===== src/rtl/mmio_host_sequencer.sv =====
// mmio_host_sequencer: on-chip MMIO initiator for the ring-oscillator sampling AFU.
// On start it writes the four configuration registers, reads num_samples back to
// verify it, writes go, then polls the done register every POLL_GAP idle cycles
// until done is seen or MAX_POLLS reads have been issued. All outputs are registered
// and are decoded from the next state, so each state's strobe appears in the cycle
// the FSM occupies that state.
module mmio_host_sequencer #(
  parameter int ADDR_WIDTH = 64,
  parameter int SIZE_WIDTH = 32,
  parameter int POLL_GAP   = 16,
  parameter int MAX_POLLS  = 1024
) (
  input  logic                  clk,
  input  logic                  rst,
  input  logic                  start,
  input  logic [ADDR_WIDTH-1:0] cfg_rd_addr,
  input  logic [ADDR_WIDTH-1:0] cfg_wr_addr,
  input  logic [SIZE_WIDTH-1:0] cfg_num_samples,
  input  logic [SIZE_WIDTH-1:0] cfg_collect_cycles,
  output logic                  mmio_wr_en,
  output logic [15:0]           mmio_wr_addr,
  output logic [63:0]           mmio_wr_data,
  output logic                  mmio_rd_en,
  output logic [15:0]           mmio_rd_addr,
  input  logic [63:0]           mmio_rd_data,
  output logic                  busy,
  output logic                  finish,
  output logic [1:0]            status
);

  localparam int PCNT_W = $clog2(MAX_POLLS + 1);
  localparam int GCNT_W = (POLL_GAP > 1) ? $clog2(POLL_GAP + 1) : 1;
  localparam logic [PCNT_W-1:0] POLL_LIMIT = PCNT_W'(MAX_POLLS);
  localparam logic [GCNT_W-1:0] GAP_LAST   = GCNT_W'(POLL_GAP - 1);

  localparam logic [15:0] REG_GO   = 16'h0050;
  localparam logic [15:0] REG_RD   = 16'h0052;
  localparam logic [15:0] REG_WR   = 16'h0054;
  localparam logic [15:0] REG_NUM  = 16'h0056;
  localparam logic [15:0] REG_CYC  = 16'h0058;
  localparam logic [15:0] REG_DONE = 16'h0060;

  localparam logic [1:0] ST_OK      = 2'd0;
  localparam logic [1:0] ST_VERIFY  = 2'd1;
  localparam logic [1:0] ST_TIMEOUT = 2'd2;

  typedef enum logic [3:0] {
    S_IDLE  = 4'd0,
    S_W_RD  = 4'd1,
    S_W_WR  = 4'd2,
    S_W_NUM = 4'd3,
    S_W_CYC = 4'd4,
    S_VRD   = 4'd5,
    S_VCHK  = 4'd6,
    S_W_GO  = 4'd7,
    S_PRD   = 4'd8,
    S_PCHK  = 4'd9,
    S_GAP   = 4'd10,
    S_END   = 4'd11
  } state_e;

  state_e                state_q, state_d;
  logic [PCNT_W-1:0]     poll_q, poll_d;
  logic [GCNT_W-1:0]     gap_q, gap_d;
  logic [ADDR_WIDTH-1:0] cfg_rd_q, cfg_rd_d;
  logic [ADDR_WIDTH-1:0] cfg_wr_q, cfg_wr_d;
  logic [SIZE_WIDTH-1:0] cfg_num_q, cfg_num_d;
  logic [SIZE_WIDTH-1:0] cfg_cyc_q, cfg_cyc_d;
  logic [1:0]            status_q, status_d;
  logic                  wr_en_q, wr_en_d;
  logic [15:0]           wr_addr_q, wr_addr_d;
  logic [63:0]           wr_data_q, wr_data_d;
  logic                  rd_en_q, rd_en_d;
  logic [15:0]           rd_addr_q, rd_addr_d;
  logic                  busy_q, busy_d;
  logic                  finish_q, finish_d;

  // Only the low SIZE_WIDTH bits of read data carry meaning; the rest are dropped.
  if (SIZE_WIDTH < 64) begin : g_rd_hi
    logic unused_rd_hi_s;
    assign unused_rd_hi_s = ^mmio_rd_data[63:SIZE_WIDTH];
  end

  // Next-state, counter, capture and registered-output decode.
  always_comb begin
    state_d   = state_q;
    poll_d    = poll_q;
    gap_d     = gap_q;
    cfg_rd_d  = cfg_rd_q;
    cfg_wr_d  = cfg_wr_q;
    cfg_num_d = cfg_num_q;
    cfg_cyc_d = cfg_cyc_q;
    status_d  = status_q;
    wr_en_d   = 1'b0;
    wr_addr_d = 16'h0000;
    wr_data_d = 64'h0;
    rd_en_d   = 1'b0;
    rd_addr_d = 16'h0000;
    finish_d  = 1'b0;

    case (state_q)
      S_IDLE: begin
        if (start) begin
          state_d   = S_W_RD;
          cfg_rd_d  = cfg_rd_addr;
          cfg_wr_d  = cfg_wr_addr;
          cfg_num_d = cfg_num_samples;
          cfg_cyc_d = cfg_collect_cycles;
          poll_d    = '0;
          gap_d     = '0;
        end else begin
          state_d = S_IDLE;
        end
      end
      S_W_RD:  state_d = S_W_WR;
      S_W_WR:  state_d = S_W_NUM;
      S_W_NUM: state_d = S_W_CYC;
      S_W_CYC: state_d = S_VRD;
      S_VRD:   state_d = S_VCHK;
      S_VCHK: begin
        if (mmio_rd_data[SIZE_WIDTH-1:0] != cfg_num_q) begin
          state_d  = S_END;
          status_d = ST_VERIFY;
        end else begin
          state_d = S_W_GO;
        end
      end
      S_W_GO: state_d = S_PRD;
      S_PRD: begin
        state_d = S_PCHK;
        // Saturate rather than wrap so a stuck count can never look fresh.
        if (poll_q != POLL_LIMIT) begin
          poll_d = poll_q + PCNT_W'(1);
        end else begin
          poll_d = poll_q;
        end
      end
      S_PCHK: begin
        if (mmio_rd_data[0]) begin
          state_d  = S_END;
          status_d = ST_OK;
        end else if (poll_q == POLL_LIMIT) begin
          state_d  = S_END;
          status_d = ST_TIMEOUT;
        end else begin
          state_d = S_GAP;
          gap_d   = '0;
        end
      end
      S_GAP: begin
        if (gap_q == GAP_LAST) begin
          state_d = S_PRD;
        end else begin
          gap_d = gap_q + GCNT_W'(1);
        end
      end
      S_END:   state_d = S_IDLE;
      default: state_d = S_IDLE;
    endcase

    // Outputs follow the state being entered; a low strobe keeps address/data at zero.
    case (state_d)
      S_W_RD:  begin wr_en_d = 1'b1; wr_addr_d = REG_RD;  wr_data_d = 64'(cfg_rd_d);  end
      S_W_WR:  begin wr_en_d = 1'b1; wr_addr_d = REG_WR;  wr_data_d = 64'(cfg_wr_d);  end
      S_W_NUM: begin wr_en_d = 1'b1; wr_addr_d = REG_NUM; wr_data_d = 64'(cfg_num_d); end
      S_W_CYC: begin wr_en_d = 1'b1; wr_addr_d = REG_CYC; wr_data_d = 64'(cfg_cyc_d); end
      S_VRD:   begin rd_en_d = 1'b1; rd_addr_d = REG_NUM; end
      S_W_GO:  begin wr_en_d = 1'b1; wr_addr_d = REG_GO;  wr_data_d = 64'd1; end
      S_PRD:   begin rd_en_d = 1'b1; rd_addr_d = REG_DONE; end
      S_END:   finish_d = 1'b1;
      default: finish_d = 1'b0;
    endcase

    busy_d = (state_d != S_IDLE) && (state_d != S_END);
  end

  // State, counters, captured configuration and output registers.
  always_ff @(posedge clk) begin
    if (rst) begin
      state_q   <= S_IDLE;
      poll_q    <= '0;
      gap_q     <= '0;
      cfg_rd_q  <= '0;
      cfg_wr_q  <= '0;
      cfg_num_q <= '0;
      cfg_cyc_q <= '0;
      status_q  <= 2'd0;
      wr_en_q   <= 1'b0;
      wr_addr_q <= 16'h0000;
      wr_data_q <= 64'h0;
      rd_en_q   <= 1'b0;
      rd_addr_q <= 16'h0000;
      busy_q    <= 1'b0;
      finish_q  <= 1'b0;
    end else begin
      state_q   <= state_d;
      poll_q    <= poll_d;
      gap_q     <= gap_d;
      cfg_rd_q  <= cfg_rd_d;
      cfg_wr_q  <= cfg_wr_d;
      cfg_num_q <= cfg_num_d;
      cfg_cyc_q <= cfg_cyc_d;
      status_q  <= status_d;
      wr_en_q   <= wr_en_d;
      wr_addr_q <= wr_addr_d;
      wr_data_q <= wr_data_d;
      rd_en_q   <= rd_en_d;
      rd_addr_q <= rd_addr_d;
      busy_q    <= busy_d;
      finish_q  <= finish_d;
    end
  end

  assign mmio_wr_en   = wr_en_q;
  assign mmio_wr_addr = wr_addr_q;
  assign mmio_wr_data = wr_data_q;
  assign mmio_rd_en   = rd_en_q;
  assign mmio_rd_addr = rd_addr_q;
  assign busy         = busy_q;
  assign finish       = finish_q;
  assign status       = status_q;

endmodule


===== config.mk =====
export PLATFORM = sky130hd
export DESIGN_NAME = mmio_host_sequencer
export DESIGN_NICKNAME = d
export VERILOG_FILES = /design/src/rtl/mmio_host_sequencer.sv
export SDC_FILE = /design/constraint.sdc
export NUM_CORES = 1
export LEC_CHECK = 0
export CAP_MARGIN = 20
export CORE_MARGIN = 2
export CORE_UTILIZATION = 45
export CTS_BUF_LIST = sky130_fd_sc_hd__clkbuf_16
export DETAILED_ROUTE_END_ITERATION = 16
export PLACE_DENSITY = 0.85
export SKIP_CTS_REPAIR_TIMING = 1
export SLEW_MARGIN = 20
export SYNTH_ARGS = -nofsm -noshare
export SYNTH_HDL_FRONTEND = slang
export SYNTH_SLANG_ARGS = --single-unit

===== constraint.sdc =====
create_clock -name clk -period 5.1 [get_ports clk]
set_input_delay 0.765 -clock clk [delete_from_list [all_inputs] [get_ports clk]]
set_output_delay 0.765 -clock clk [all_outputs]
set_load 0.1 [all_outputs]

==> results of run 1 <==
-- through the flow --
stage	power (mW)	cells
2_1_floorplan	2.902	1172
5_1_grt	5.255	1692
6_report	5.050	1692
3_5_place_dp	3.308	1648
3_3_place_gp	3.286	1648
4_1_cts	5.092	1691
-- sequential cells by signal, indices dropped and copies added (netlist names), 2 cells and up --
signal and cells:
mmio_wr_data 64, mmio_wr_addr 4, cfg_wr_q 64, state_q 4, cfg_cyc_q 32, poll_q 11, gap_q 5, status 2
cfg_num_q 32, mmio_rd_addr 2
-- report_power, final --
| part | switching, mW | internal, mW |
|---|---|---|
| Combinational | 0.876 | 0.450 |
| Clock | 0.691 | 1.09 |
| Sequential | 0.0711 | 1.88 |
-- Yosys cell counts, drive strengths merged (2+ instances only) --
library cell | n | area (um2)
nor4b | 3 | 26.28
nand2 | 151 | 566.8
and2 | 2 | 12.51
nand2b | 5 | 31.28
mux2i | 63 | 630.6
o221ai | 5 | 43.79
nor3 | 13 | 70.07
a21oi | 190 | 950.9
or3 | 4 | 25.02
o221a | 13 | 146.4
o21ai | 5 | 36.29
dfxtp | 223 | 4464
xor2 | 6 | 52.55
nor2b | 2 | 12.51
nand4 | 12 | 90.09
clkbuf | 57 | 214.0
a31oi | 2 | 12.51
nor2 | 243 | 912.1
xnor2 | 36 | 315.3
nor4 | 4 | 25.02
nand3 | 5 | 25.02
nand3b | 2 | 15.01
inv | 10 | 37.54
ha | 4 | 50.05
a2111oi | 15 | 137.6
buf | 56 | 359.1
and3 | 4 | 25.02
-- cell families after synthesis --
group	Yosys count	synth area share
AO/OA/AOI/OAI	242	0.1516
other	1	0.0003980
AND/OR/NAND/NOR	453	0.1981
flip-flops	223	0.4738
buffers and inverters	123	0.06480
XOR/XNOR	42	0.03904
adder cells (fa/ha/maj)	4	0.005312
multiplexers	63	0.06692
-- worst paths after layout --
kind / start / to / slack, ns / cells past startpoint
max: mmio_rd_data[22] / mmio_wr_data[27]$_SDFF_PP0_ / 1.61 / 8
min: cfg_wr_q[14]$_SDFF_PP0_ / cfg_wr_q[14]$_SDFF_PP0_ / 0.45 / 2
max reg2reg: cfg_num_q[22]$_SDFF_PP0_ / mmio_wr_data[27]$_SDFF_PP0_ / 1.99 / 7
min reg2reg: cfg_wr_q[14]$_SDFF_PP0_ / cfg_wr_q[14]$_SDFF_PP0_ / 0.45 / 2
-- critical path, cell delays in order --
cell and delay (ns):
clkdlybuf4s50_1 0.43, xnor2_1 0.36, nand4_1 0.18, nor4_1 0.85, nand3_1 0.22, a41o_2 0.61
buf_4 0.35, nor2_1 0.14
-- area by class of cell --
cell class / count / area, um2
clock buffer: 25 / 625.6
clock inverter: 18 / 185.2
sequential: 223 / 4464
tap: 270 / 337.8
timing repair buffer: 319 / 3171
antenna: 1 / 2.502
fill: 1649 / 7086
multi-input combinational: 826 / 4456
inverter: 10 / 37.54
-- layer usage --
metal / routed length, um / share of wire
met1: 11130 / 0.38
met2: 13940 / 0.48
met3: 2690 / 0.093
met4: 1305 / 0.045
met5: 0 / 0
==> metrics.txt, run 1 <==
# TYPE chip_impl_metric gauge
chip_impl_metric{name="cell_count_after_synthesis",unit=""} 1151
chip_impl_metric{name="cp_max_fo",unit=""} 29
chip_impl_metric{name="layout_min_cycle_time",unit="ns"} 3.494
chip_impl_metric{name="yosysWarningCount",unit=""} 0
chip_impl_metric{name="grt_usage",unit=""} 0.2477
chip_impl_info{name="timing_worst_setup_path_type",value="primary input to register"} 1
chip_impl_metric{name="slew_headroom",unit=""} 0.2747
chip_impl_metric{name="die-area",unit="um2"} 22110
chip_impl_metric{name="clk_latency",unit="ns"} 0.51
chip_impl_metric{name="clk_pin_slew",unit="ns"} 0.06
chip_impl_metric{name="async_reset_ff_frac",unit=""} 0
chip_impl_metric{name="vdd_drop_max",unit="mV"} 0.2505
chip_impl_metric{name="die_h",unit="um"} 148.7
chip_impl_metric{name="grtUsageMet3",unit=""} 0.05951
chip_impl_info{name="tritoncts",value="yes"} 1
chip_impl_metric{name="grt_util_met1",unit=""} 0.2911
chip_impl_metric{name="powerDensity",unit="nW/um2"} 380.3
chip_impl_metric{name="fin_worst_skew",unit="ns"} 0.009896
chip_impl_metric{name="placed_cell_area",unit="um2"} 12470
chip_impl_metric{name="pre_cts_slack",unit="ns"} 1.223
chip_impl_metric{name="synth_area_per_cell",unit="um2"} 8.187
chip_impl_info{name="final_cell_mix",value="clkdlybuf4s50_1, nor2_1, dfxtp_1"} 1
chip_impl_metric{name="worst_ep_required_time",unit="ns"} 5.54
chip_impl_info{name="yosys_most_used_dff",value="dfxtp_1"} 1
chip_impl_metric{name="io_buffer_count",unit=""} 306
chip_impl_metric{name="detailed_route_wire_length_per_cell",unit="um"} 17.18
chip_impl_metric{name="final-max-slew-violation-count",unit=""} 0
chip_impl_metric{name="timing_worst_slew_pin_value",unit="ns"} 1.078
chip_impl_info{name="status",value="complete, no violations"} 1
chip_impl_metric{name="hpwl",unit="mm"} 20.42
chip_impl_metric{name="vias_per_cell",unit=""} 5.239
chip_impl_metric{name="mappedNetlistArea",unit="um2"} 9423
chip_impl_metric{name="num_vias",unit=""} 8864
chip_impl_metric{name="finalSetupViolations",unit=""} 0
chip_impl_metric{name="fin_setup_tns",unit="ns"} 0
chip_impl_metric{name="core.rowCount",unit=""} 52
chip_impl_info{name="final_common_cell",value="clkdlybuf4s50_1"} 1
chip_impl_metric{name="synth_enable_flop_cells",unit=""} 0
chip_impl_metric{name="fmax",unit="MHz"} 286.2
chip_impl_info{name="timing.hold.worst.class",value="register to register"} 1
chip_impl_info{name="globalRoute.busiestLayer",value="met2"} 1
chip_impl_metric{name="initial_utilization",unit=""} 0.4627
chip_impl_metric{name="place_congestion",unit=""} 0.7921
chip_impl_metric{name="cts_num_sinks",unit=""} 223
chip_impl_metric{name="cts_buffers",unit=""} 24
chip_impl_metric{name="final.setup.worst_slack",unit="ns"} 1.606
chip_impl_metric{name="max_cap_viol_count",unit=""} 0
chip_impl_metric{name="synth_cell_type_count",unit=""} 51
chip_impl_info{name="grt_setup_unrepaired",value="false"} 1
chip_impl_metric{name="dr.pass1.iters",unit=""} 7
chip_impl_metric{name="grt_first_pass_wirelength",unit="mm"} 43.65
chip_impl_metric{name="final_nets",unit=""} 1667
chip_impl_metric{name="leakage",unit="nW"} 4.960
chip_impl_metric{name="drt_iter0_markers",unit=""} 472
chip_impl_metric{name="detail-route-antenna-nets",unit=""} 0
chip_impl_metric{name="antenna_found_initial",unit=""} 1
chip_impl_metric{name="cts-root-to-sink-buffers",unit=""} 3
chip_impl_metric{name="period_share",unit=""} 0.6851
chip_impl_info{name="setup.worst_path.start_class",value="primary input"} 1
chip_impl_metric{name="globalRouteMet2Util",unit=""} 0.4319
chip_impl_metric{name="drc_errors",unit=""} 0
chip_impl_metric{name="timing_hold_violations_final",unit=""} 0
chip_impl_metric{name="total_grt_overflow",unit=""} 0
chip_impl_info{name="end_kind",value="register"} 1
chip_impl_metric{name="fin_area",unit="um2"} 13280
chip_impl_metric{name="h-tree-depth",unit=""} 1
chip_impl_metric{name="floorplan.die.width",unit="um"} 148.7
chip_impl_info{name="cts.root.buffer_cell",value="clkbuf_16"} 1
chip_impl_metric{name="cp.arrival",unit="ns"} 3.93
chip_impl_metric{name="hold_ws",unit="ns"} 0.4536
chip_impl_metric{name="synth-seq-area-share",unit=""} 0.4738
chip_impl_metric{name="first_global_vias",unit=""} 8451
chip_impl_metric{name="drive_gt1_frac",unit=""} 0.04926
chip_impl_metric{name="placeableCoreArea",unit="um2"} 20360
chip_impl_metric{name="final_core_utilization",unit=""} 0.6521
chip_impl_metric{name="synth.ff_latch_count",unit=""} 223
chip_impl_metric{name="routed_wl",unit="mm"} 29.06
chip_impl_metric{name="design.portCount",unit=""} 361
chip_impl_metric{name="grt_max_degree",unit=""} 92
chip_impl_metric{name="areaGrowthSynthToFinish",unit="%"} 40.92
No activity file was read; power rests on OpenSTA's default activity.
==> run 2, diff against run 1 <==
CORE_UTILIZATION = 39   (was 45)
PLACE_DENSITY = 0.78   (was 0.85)
clock period = 2.84 ns   (was 5.1 ns; I/O delays follow)
==> run 2 against run 1 <==
Compared with the run above:
- first-iteration DRC count is 43% higher
- routed wire length grew 1.8%
- clock-buffer cell count stayed put
- combinational power increased by 83%
- register-to-register slack got worse by 1.7 ns
- sequential power up 78%
- global-route usage fell by 2.4 points
- utilization fell by 8.7 points
- die area grew 15%
- worst hold slack got worse by 0.17 ns
- clock skew grew 0.0017 ns
- sequential share of layout area down 0.17 points
- critical path type is now register to register
- largest power group unchanged
==> metrics.txt, run 2 (same netlist as run 1, synthesis figures left out) <==
# TYPE chip_impl_metric gauge
chip_impl_info{name="status",value="complete, no violations"} 1
chip_impl_info{name="cts.root.buffer_cell",value="clkbuf_16"} 1
chip_impl_metric{name="total_power",unit="mW"} 9.077
chip_impl_metric{name="powerDensity",unit="nW/um2"} 680.1
chip_impl_metric{name="grtUsageMet3",unit=""} 0.05236
chip_impl_info{name="end_kind",value="register"} 1
chip_impl_metric{name="timing_hold_violations_final",unit=""} 0
chip_impl_metric{name="layout_min_cycle_time",unit="ns"} 2.595
chip_impl_metric{name="clk_pin_slew",unit="ns"} 0.06
chip_impl_metric{name="dr.pass1.iters",unit=""} 5
chip_impl_metric{name="final.setup.worst_slack",unit="ns"} 0.2449
chip_impl_metric{name="placedCellCount",unit=""} 1719
chip_impl_metric{name="initial_utilization",unit=""} 0.3991
chip_impl_metric{name="worst_ep_required_time",unit="ns"} 3.25
chip_impl_metric{name="detail-route-antenna-nets",unit=""} 0
chip_impl_metric{name="fmax",unit="MHz"} 385.3
chip_impl_info{name="timing.hold.worst.class",value="primary input to register"} 1
chip_impl_metric{name="detailed_route_wire_length_per_cell",unit="um"} 16.76
chip_impl_metric{name="grt_first_pass_wirelength",unit="mm"} 46.00
chip_impl_metric{name="cp.arrival",unit="ns"} 3.00
chip_impl_metric{name="core.rowCount",unit=""} 56
chip_impl_metric{name="drc_errors",unit=""} 0
chip_impl_info{name="grt_setup_unrepaired",value="false"} 1
chip_impl_metric{name="die-area",unit="um2"} 25420
chip_impl_metric{name="final_nets",unit=""} 1690
chip_impl_info{name="final_common_cell",value="nor2_1"} 1
chip_impl_info{name="worstSetupStartpoint",value="cfg_num_q[23]$_SDFF_PP0_"} 1
chip_impl_metric{name="routed_wl",unit="mm"} 29.60
chip_impl_metric{name="vdd_drop_max",unit="mV"} 0.4198
chip_impl_metric{name="clk_latency",unit="ns"} 0.52
chip_impl_metric{name="fin_area",unit="um2"} 13350
chip_impl_metric{name="vias_per_cell",unit=""} 5.083
chip_impl_info{name="tritoncts",value="yes"} 1
chip_impl_metric{name="h-tree-depth",unit=""} 1
chip_impl_metric{name="drt_iter0_markers",unit=""} 675
chip_impl_info{name="launching_point_of_the_worst_reg2reg_path",value="cfg_num_q[23]$_SDFF_PP0_"} 1
chip_impl_metric{name="floorplan.die.width",unit="um"} 159.4
chip_impl_info{name="hold_start",value="rst"} 1
chip_impl_metric{name="grt_usage",unit=""} 0.2233
chip_impl_metric{name="placeableCoreArea",unit="um2"} 23610
chip_impl_metric{name="finalSetupViolations",unit=""} 0
chip_impl_metric{name="place_congestion",unit=""} 0.8953
chip_impl_metric{name="total_grt_overflow",unit=""} 0
chip_impl_info{name="final_cell_mix",value="nor2_1, clkdlybuf4s50_1, dfxtp_1"} 1
chip_impl_metric{name="period_share",unit=""} 0.9138
chip_impl_metric{name="cp_max_fo",unit=""} 21
chip_impl_metric{name="leakage",unit="nW"} 5.220
chip_impl_metric{name="first_global_vias",unit=""} 8680
chip_impl_metric{name="io_buffer_count",unit=""} 306
chip_impl_metric{name="globalRouteMet2Util",unit=""} 0.3856
chip_impl_metric{name="grt_util_met1",unit=""} 0.2696
chip_impl_metric{name="hpwl",unit="mm"} 21.13
chip_impl_metric{name="antenna_found_initial",unit=""} 1
chip_impl_metric{name="cts_num_sinks",unit=""} 223
chip_impl_metric{name="die_h",unit="um"} 159.4
chip_impl_metric{name="timing_worst_slew_pin_value",unit="ns"} 0.8758
chip_impl_metric{name="final-max-slew-violation-count",unit=""} 0
chip_impl_metric{name="slew_headroom",unit=""} 0.4130
chip_impl_metric{name="num_vias",unit=""} 8976
chip_impl_metric{name="drive_gt1_frac",unit=""} 0.1189
chip_impl_metric{name="pre_cts_slack",unit="ns"} -0.2618
chip_impl_metric{name="placed_cell_area",unit="um2"} 12540
chip_impl_metric{name="cts_buffers",unit=""} 25
chip_impl_info{name="globalRoute.busiestLayer",value="met2"} 1
chip_impl_info{name="setup.worst_path.start_class",value="register"} 1
chip_impl_metric{name="cts-root-to-sink-buffers",unit=""} 3
chip_impl_metric{name="max_cap_viol_count",unit=""} 0
chip_impl_metric{name="grt_max_degree",unit=""} 92
chip_impl_metric{name="fin_cells",unit=""} 1766
chip_impl_metric{name="areaGrowthSynthToFinish",unit="%"} 41.63
chip_impl_metric{name="design.portCount",unit=""} 361
chip_impl_info{name="timing_worst_setup_path_type",value="register to register"} 1
chip_impl_metric{name="fin_worst_skew",unit="ns"} 0.01162
## run 2: changes by cell type in the layout (fill, tap and decap cells not counted), sizes merged
cell           before  now
buf                14  116
clkdlybuf4s50     305  225
clkinvlp            0    3
clkinv              7    9
bufinv              4    3
inv                17   16
## run 2: final timing paths
| check | to | slack (ns) | cells past startpoint |
|---|---|---|---|
| setup / recovery | mmio_wr_data[9]$_SDFF_PP0_ | 0.24 | 8 |
| hold / removal | gap_q[4]$_SDFFE_PP0P_ | 0.29 | 2 |
| setup reg to reg | mmio_wr_data[9]$_SDFF_PP0_ | 0.24 | 8 |
| hold reg to reg | cfg_wr_q[54]$_SDFF_PP0_ | 0.46 | 2 |
## run 2: where the power goes
group	switching, mW	internal [mW]	leakage (nW)
clock	1.29	1.87	0.399
combinational	1.61	0.833	3.00
sequential	0.111	3.37	1.82
total	3.01	6.07	5.22
## run 2: cell type report
type                    count  area, um2
fillers                  2095      10270
flip-flops and latches    223       4464
multi-input cells         826       4456
repair buffers            341       3186
clock buffers              25      625.6
well taps                 319      399.1
clock inverters            21      175.2
inverters                  10      37.54
diodes                      1      2.502
## run 2: metal layers
layer,routed length (um),vias up
met5,0,-
met4,1083,0
met3,2251,78
met2,14270,393
met1,11990,4144
li1,-,4361
## run 2: through the flow
step	TNS (ns)	util	hold slack [ns]
final	0	0.5652	0.2870
after global routing	0	0.5652	0.2985
after CTS	0	0.5651	0.2708
after detailed placement	-10.74	0.5312	0.4463
after global placement	-12.51	0.5312	0.4404
after floorplan	0	-	0.4327
## run 2: critical path, stage by stage, from the launching register on
cell	delay [ns]
dfxtp_1	0.33
xnor2_1	0.27
nand4_1	0.17
nor4_1	0.64
buf_4	0.23
nand3_1	0.09
a41o_2	0.33
buf_12	0.17
nor2_1	0.23
